## config.mk

```make
export PLATFORM = sky130hd
export DESIGN_NAME = mem_write_monitor
export DESIGN_NICKNAME = d
export VERILOG_FILES = /design/src/rtl/mem_write_monitor.sv
export SDC_FILE = /design/constraint.sdc
export NUM_CORES = 1
export LEC_CHECK = 0
export CORE_UTILIZATION = 45
export CTS_CLUSTER_DIAMETER = 100
export CTS_CLUSTER_SIZE = 16
export DETAILED_ROUTE_END_ITERATION = 6
export PLACE_DENSITY = 0.81
export SETUP_SLACK_MARGIN = 0.1
export SLEW_MARGIN = 5
export SYNTH_ARGS = -nofsm -noshare
export SYNTH_HDL_FRONTEND = slang
export SYNTH_SLANG_ARGS = --single-unit
```

## constraint.sdc

```tcl
create_clock -name clk -period 2.2 [get_ports clk]
set_input_delay 0.22 -clock clk [delete_from_list [all_inputs] [get_ports clk]]
set_output_delay 0.22 -clock clk [all_outputs]
set_load 0.05 [all_outputs]
```

## src/rtl/mem_write_monitor.sv

```systemverilog
// rtl/mem_write_monitor.sv - watches processor stores and reports pass/fail/timeout
// Fully registered monitor; the first RUN-state store decides the outcome.
module mem_write_monitor #(
    parameter int WIDTH    = 32,
    parameter int EXP_ADR  = 20,
    parameter int EXP_DATA = 7,
    parameter int TIMEOUT  = 1000
) (
    input  logic             clk,
    input  logic             reset,
    input  logic             memread,
    input  logic             memwrite,
    input  logic [WIDTH-1:0] adr,
    input  logic [WIDTH-1:0] writedata,
    output logic             done,
    output logic             pass,
    output logic             fail,
    output logic             timeout,
    output logic             misalign,
    output logic [15:0]      write_count,
    output logic [15:0]      read_count,
    output logic [15:0]      cycle_count,
    output logic [WIDTH-1:0] last_adr,
    output logic [WIDTH-1:0] last_data
);

    typedef enum logic [2:0] {
        S_IDLE,
        S_RUN,
        S_PASS,
        S_FAIL,
        S_TOUT
    } state_t;

    localparam logic [WIDTH-1:0] EXP_ADR_W  = WIDTH'(EXP_ADR);
    localparam logic [WIDTH-1:0] EXP_DATA_W = WIDTH'(EXP_DATA);
    localparam logic [15:0]      TOUT_LAST  = 16'(TIMEOUT - 1);

    state_t           state_q, state_d;
    logic [15:0]      write_count_q, write_count_d;
    logic [15:0]      read_count_q, read_count_d;
    logic [15:0]      cycle_count_q, cycle_count_d;
    logic [WIDTH-1:0] last_adr_q, last_adr_d;
    logic [WIDTH-1:0] last_data_q, last_data_d;
    logic             misalign_q, misalign_d;
    logic             done_q, done_d;
    logic             pass_q, pass_d;
    logic             fail_q, fail_d;
    logic             timeout_q, timeout_d;

    function automatic logic [15:0] sat_inc(input logic [15:0] v);
        return (v == 16'hFFFF) ? v : v + 16'd1;
    endfunction

    always_comb begin
        state_d       = state_q;
        write_count_d = write_count_q;
        read_count_d  = read_count_q;
        cycle_count_d = cycle_count_q;
        last_adr_d    = last_adr_q;
        last_data_d   = last_data_q;
        misalign_d    = misalign_q;

        case (state_q)
            S_IDLE: begin
                state_d = S_RUN;
            end
            S_RUN: begin
                cycle_count_d = sat_inc(cycle_count_q);
                if (memread) begin
                    read_count_d = sat_inc(read_count_q);
                end
                // A store on the timeout cycle still counts as the deciding store.
                if (memwrite) begin
                    last_adr_d    = adr;
                    last_data_d   = writedata;
                    write_count_d = sat_inc(write_count_q);
                    if (adr[1:0] != 2'b00) begin
                        state_d    = S_FAIL;
                        misalign_d = 1'b1;
                    end else if (adr == EXP_ADR_W && writedata == EXP_DATA_W) begin
                        state_d = S_PASS;
                    end else begin
                        state_d = S_FAIL;
                    end
                end else if (cycle_count_q == TOUT_LAST) begin
                    state_d = S_TOUT;
                end
            end
            default: begin
                state_d = state_q;
            end
        endcase

        pass_d    = (state_d == S_PASS);
        fail_d    = (state_d == S_FAIL);
        timeout_d = (state_d == S_TOUT);
        done_d    = pass_d | fail_d | timeout_d;
    end

    always_ff @(posedge clk) begin
        if (reset) begin
            state_q       <= S_IDLE;
            write_count_q <= '0;
            read_count_q  <= '0;
            cycle_count_q <= '0;
            last_adr_q    <= '0;
            last_data_q   <= '0;
            misalign_q    <= 1'b0;
            done_q        <= 1'b0;
            pass_q        <= 1'b0;
            fail_q        <= 1'b0;
            timeout_q     <= 1'b0;
        end else begin
            state_q       <= state_d;
            write_count_q <= write_count_d;
            read_count_q  <= read_count_d;
            cycle_count_q <= cycle_count_d;
            last_adr_q    <= last_adr_d;
            last_data_q   <= last_data_d;
            misalign_q    <= misalign_d;
            done_q        <= done_d;
            pass_q        <= pass_d;
            fail_q        <= fail_d;
            timeout_q     <= timeout_d;
        end
    end

    assign done        = done_q;
    assign pass        = pass_q;
    assign fail        = fail_q;
    assign timeout     = timeout_q;
    assign misalign    = misalign_q;
    assign write_count = write_count_q;
    assign read_count  = read_count_q;
    assign cycle_count = cycle_count_q;
    assign last_adr    = last_adr_q;
    assign last_data   = last_data_q;

endmodule

```

Word level (Yosys, flattened, before mapping) --
Cells that the tools add are included.
Cells by class: add/sub/neg operators 3, equality and inequality tests 10, multiplexer cells 5, bitwise gates (word level) 5, reductions and logical operators 8
Operators by type and width (count):
- 16-bit by 1-bit adder with 16-bit output, second input constant | 3
- 16-bit equality test, second input constant | 3
- 32-bit by 3-bit equality test with 1-bit output, second input constant | 1
- 32-bit by 5-bit equality test with 1-bit output, second input constant | 1
- 16-bit by 10-bit equality test with 1-bit output, second input constant | 1
- 3-bit AND reduction | 3
- 3-bit by 2-bit equality test with 1-bit output, second input constant | 2
- 3-bit 2-to-1 mux | 2
- 3-bit one-hot mux with 2 select lines | 1
- 2-bit AND reduction | 2
- 3-bit by 1-bit equality test with 1-bit output, second input constant | 1
- 3-bit equality test, second input constant | 1
- 3-bit zero test | 1
- 1-bit NOT | 3
- 1-bit 2-to-1 mux | 2
- 1-bit OR | 2
- 2-bit nonzero test | 1
- 1-bit logical AND | 1
Storage, ports and cells: flip-flop bits (word level) 120, output and inout bits 117, logic and storage cells 42

Longest topological paths before layout --
depth in word-level cells 9, depth in mapped cells 7, mapped depth without buffers 6

Worst setup path before layout --
No wires, ideal clock.
path type register -> register, start register cycle_count_q[0], in the netlist cycle_count[0], end register cycle_count_q[9], in the netlist cycle_count[9], setup time 0.128 ns, arrival 2.189 ns, required time 2.072 ns, setup slack -0.117 ns, stages on the path, launching flop included 8, path buffers 1, period minus slack after synthesis 2.317 ns, path through dfxtp_1 -> ha_1 -> nand2_1 -> or4_1 -> clkbuf_1 -> o21ai_1 -> xor2_1 -> nor2_1
Between the ends: word-level cells in the longest chain between the ends 3
Ends and longest elaborated chain:
- from (decl) | RTL line 42 | logic [15:0] cycle_count_q, cycle_count_d;
- from (signal assigned) | RTL line 118 | cycle_count_q <= cycle_count_d;
- parallel branches: the longest is 3 deep, another holds 16-bit by 1-bit adder with 16-bit output
Parallel ways; which one is timed is not known. A chain may end at the register's enable or synchronous reset.

Worst setup path in the final report --
start register cycle_count_q[3], in the netlist cycle_count[3], end output cycle_count[3]
RTL lines:
- to (decl) | RTL line 22 | output logic [15:0] cycle_count,
No word-level cell between the ends.

==> reports/qor.csv <==
stage;metric;value;unit
status;status;complete, no violations;
critical_path;Crit. End Element;output pin;
sta;# setup viols final;0;
clocking;post-CTS resize count;1;
global_routing;largest net degree at the start of global routing;48;
yosys;Top FF cell, synth;dfxtp_1;
clocking;Clock Sinks;120;
final_layout;layout overhead on the synthesized area;53.04;%
yosys;average cell area after synthesis;8.180;µm²
detailed_routing;Detailed Routing Iterations Pass 1;6;
global_routing;global-route wire length before repair;23490;µm
sta;Pins Over Slew Limit;0;
die;die height;107.8;µm
final_layout;fin util;0.7082;
sta;smallest hold slack;152.2;ps
yosys;Yosys reg bits;120;
critical_path;slowest CP cell;clkdlybuf4s50_1;
placement;post-place instance area;7091;µm²
die;row count;38;
detailed_routing;Final ANT Viol Nets;0;
placement;port bufs;184;
clocking;cts bufs inserted;17;
critical_path;critical path data arrival time;1810;ps
die;effective utilization at floorplan;0.4628;
die;core area;10890;µm²
yosys;EDFF count, synth;0;
run;Max-Cap Viols;0;
detailed_routing;post-DR vias/cell;5.422;
die;Die W;107.8;µm
final_layout;sequential cell area;2410;µm²
sta;crit path time final;2027;ps
global_routing;GRT Overall Usage;0.2585;
detailed_routing;initial drt markers;513;
clocking;CTS tree;built;
final_layout;Final Cell Area;7711;µm²
critical_path;maximum fanout along the worst path;6;
yosys;Seq/Total Area, Yosys;0.4768;
critical_path;Max stage delay on crit path;870;ps
clocking;H-Tree Depth;4;
placement;Final GP Congestion;0.8640;
yosys;Syn Inst Count;616;
final_layout;ANT cells;0;
clocking;clk buf depth;2;
detailed_routing;wire per inst;15.64;µm
hold_path;Hold Crit Class;in2reg;
sta;worst slew pin tran;557.3;ps
global_routing;initial antenna violation count;0;
yosys;unique cell type count in the Yosys netlist;48;
detailed_routing;DRC violations left;0;
critical_path;CP required;1980;ps
power;Total Power;6.006;mW
clocking;Post-CTS Hold Buffers;0;
critical_path;WP buf/inv;1;
global_routing;vias in the first global route;4797;
global_routing;grt total ovfl;0;
sta;Clock Skew;6.744;ps
critical_path;Crit path max-delay family;buffers and inverters;
placement;Detail Placement HPWL;10740;µm
die;I/O pin count;185;
power;peak supply drop;0.4828;mV
detailed_routing;DR vias;5183;
yosys;YS warnings;0;
sta;Max Freq;0.4935;GHz
sta;setup TNS;0;ps
clocking;clk_lat worst skew;510;ps
placement;Cells after DPL;927;
clocking;number of setup buffers added after CTS;0;
critical_path;WS Path Type;reg2out;
clocking;clock transition at the registers of the reported paths;60;ps
sta;slew margin rel.;0.6273;
sta;RSZ-0062 raised after global routing;false;
sta;period utilization;0.9212;
final_layout;filler cell count;826;
power;Pleak;2.762;nW
final_layout;share of layout cells above drive strength 1;0.08211;
clocking;root buffer cell;clkbuf_8;
final_layout;Nets;877;
critical_path;worst path cell trace;clkdlybuf4s50_1;
placement;Setup Slack @ Placement;-55.23;ps
detailed_routing;WL final;14950;µm
die;total die area;11620;µm²
yosys;ys async rst share;0;
final_layout;non-filler cells, final;956;
yosys;Net Count, Synth;687;
final_layout;multi-input logic area;2481;µm²
critical_path;CP startpoint kind;flop;
power;Cell Pwr Density;778.9;nW/µm²
sta;final hold vios;0;
sta;PnR worst setup slack;173.5;ps
yosys;mapped cell area;5039;µm²
==> routing by layer <==
| layer | vias to the layer above | share of wire | GRT usage |
|---|---|---|---|
| li1 | 2508 | - | - |
| met1 | 2430 | 0.41 | 0.3077 |
| met2 | 226 | 0.50 | 0.4473 |
| met3 | 19 | 0.077 | 0.07688 |
| met4 | 0 | 0.014 | 0.07436 |
| met5 | - | 0 | 0 |
==> state kept, by name, indices dropped and copies added, names as in the netlist <==
| name | count |
|---|---|
| state_q | 3 |
| cycle_count | 16 |
| write_count | 16 |
| last_data | 32 |
| fail | 1 |
| done | 1 |
| timeout | 1 |
| pass | 1 |
| misalign | 1 |
| read_count | 16 |
| last_adr | 32 |
==> worst reg2reg max path, cell delays in order, from the launching register on <==
cell	delay, ps
dfxtp_2	380
ha_1	180
nand2_1	130
or4_1	700
o21ai_1	220
xor2_1	180
nor2_1	50
==> layout by cell type, fill, tap and decap left out, types with 3 or more instances in the layout <==
| cell type | count |
|---|---|
| clkbuf_8 | 4 |
| nand2_1 | 143 |
| xnor2_1 | 30 |
| ha_1 | 3 |
| and2_1 | 3 |
| o21ai_0 | 3 |
| clkdlybuf4s50_1 | 178 |
| clkbuf_16 | 16 |
| a21oi_1 | 82 |
| dfxtp_1 | 114 |
| dfxtp_2 | 6 |
| buf_4 | 24 |
| xor2_1 | 12 |
| dlymetal6s2s_1 | 4 |
| bufinv_16 | 4 |
| or3_1 | 5 |
| nor3_1 | 7 |
| and3_1 | 7 |
| mux2i_1 | 3 |
| nand3_1 | 15 |
| inv_1 | 5 |
| and4_1 | 3 |
| nor4_1 | 28 |
| nand4_1 | 27 |
| nor2_1 | 53 |
==> cells by family (layout without fill, tap and decap cells) <==
| group | Yosys count | in the layout | synth area share |
|---|---|---|---|
| buffers and inverters | 41 | 241 | 0.03526 |
| AND/OR/NAND/NOR | 310 | 310 | 0.2982 |
| flip-flops | 120 | 120 | 0.4768 |
| adder cells (fa/ha/maj) | 3 | 3 | 0.007451 |
| AO/OA/AOI/OAI | 97 | 97 | 0.1033 |
| multiplexers | 3 | 3 | 0.005960 |
| XOR/XNOR | 42 | 42 | 0.07301 |
==> cells in the mapped netlist (4+ instances only) <==
master	n	area (µm²)
inv_1	5	18.77
clkbuf_1	21	78.83
dfxtp_1	120	2402
buf_1	8	30.03
nor2_1	53	198.9
xor2_1	12	105.1
buf_2	4	20.02
nor3_1	7	35.03
nand3_1	15	75.07
a21oi_1	82	410.4
or3_1	5	31.28
nand4_1	27	168.9
nor4_1	28	175.2
and3_1	7	43.79
xnor2_1	30	262.8
nand2_1	143	536.8
==> report_power, final <==
part / internal, mW / switching (mW) / total [mW]
Combinational: 0.337 / 0.542 / 0.879
Sequential: 2.26 / 0.0482 / 2.31
Clock: 1.91 / 0.914 / 2.82
Total: 4.50 / 1.50 / 6.01
==> worst paths after layout <==
| kind | start | slack [ps] | to | cells after the start |
|---|---|---|---|---|
| max | cycle_count[3] | 170 | cycle_count[3] | 1 |
| min | reset | 150 | cycle_count[11] | 2 |
| min reg2reg | last_data[5] | 450 | last_data[5] | 2 |
| max reg2reg | cycle_count[1] | 240 | cycle_count[9] | 6 |
==> area by class of cell <==
type,count,share of cell area
Clock buffer,21,0.05955
Clock inverter,8,0.01898
Inverter,5,0.002434
Multi-Input combinational cell,455,0.3218
Sequential cell,120,0.3125
Tap cell,140,0.02272
Timing Repair Buffer,207,0.2620
(Power assumes the default switching activity.)
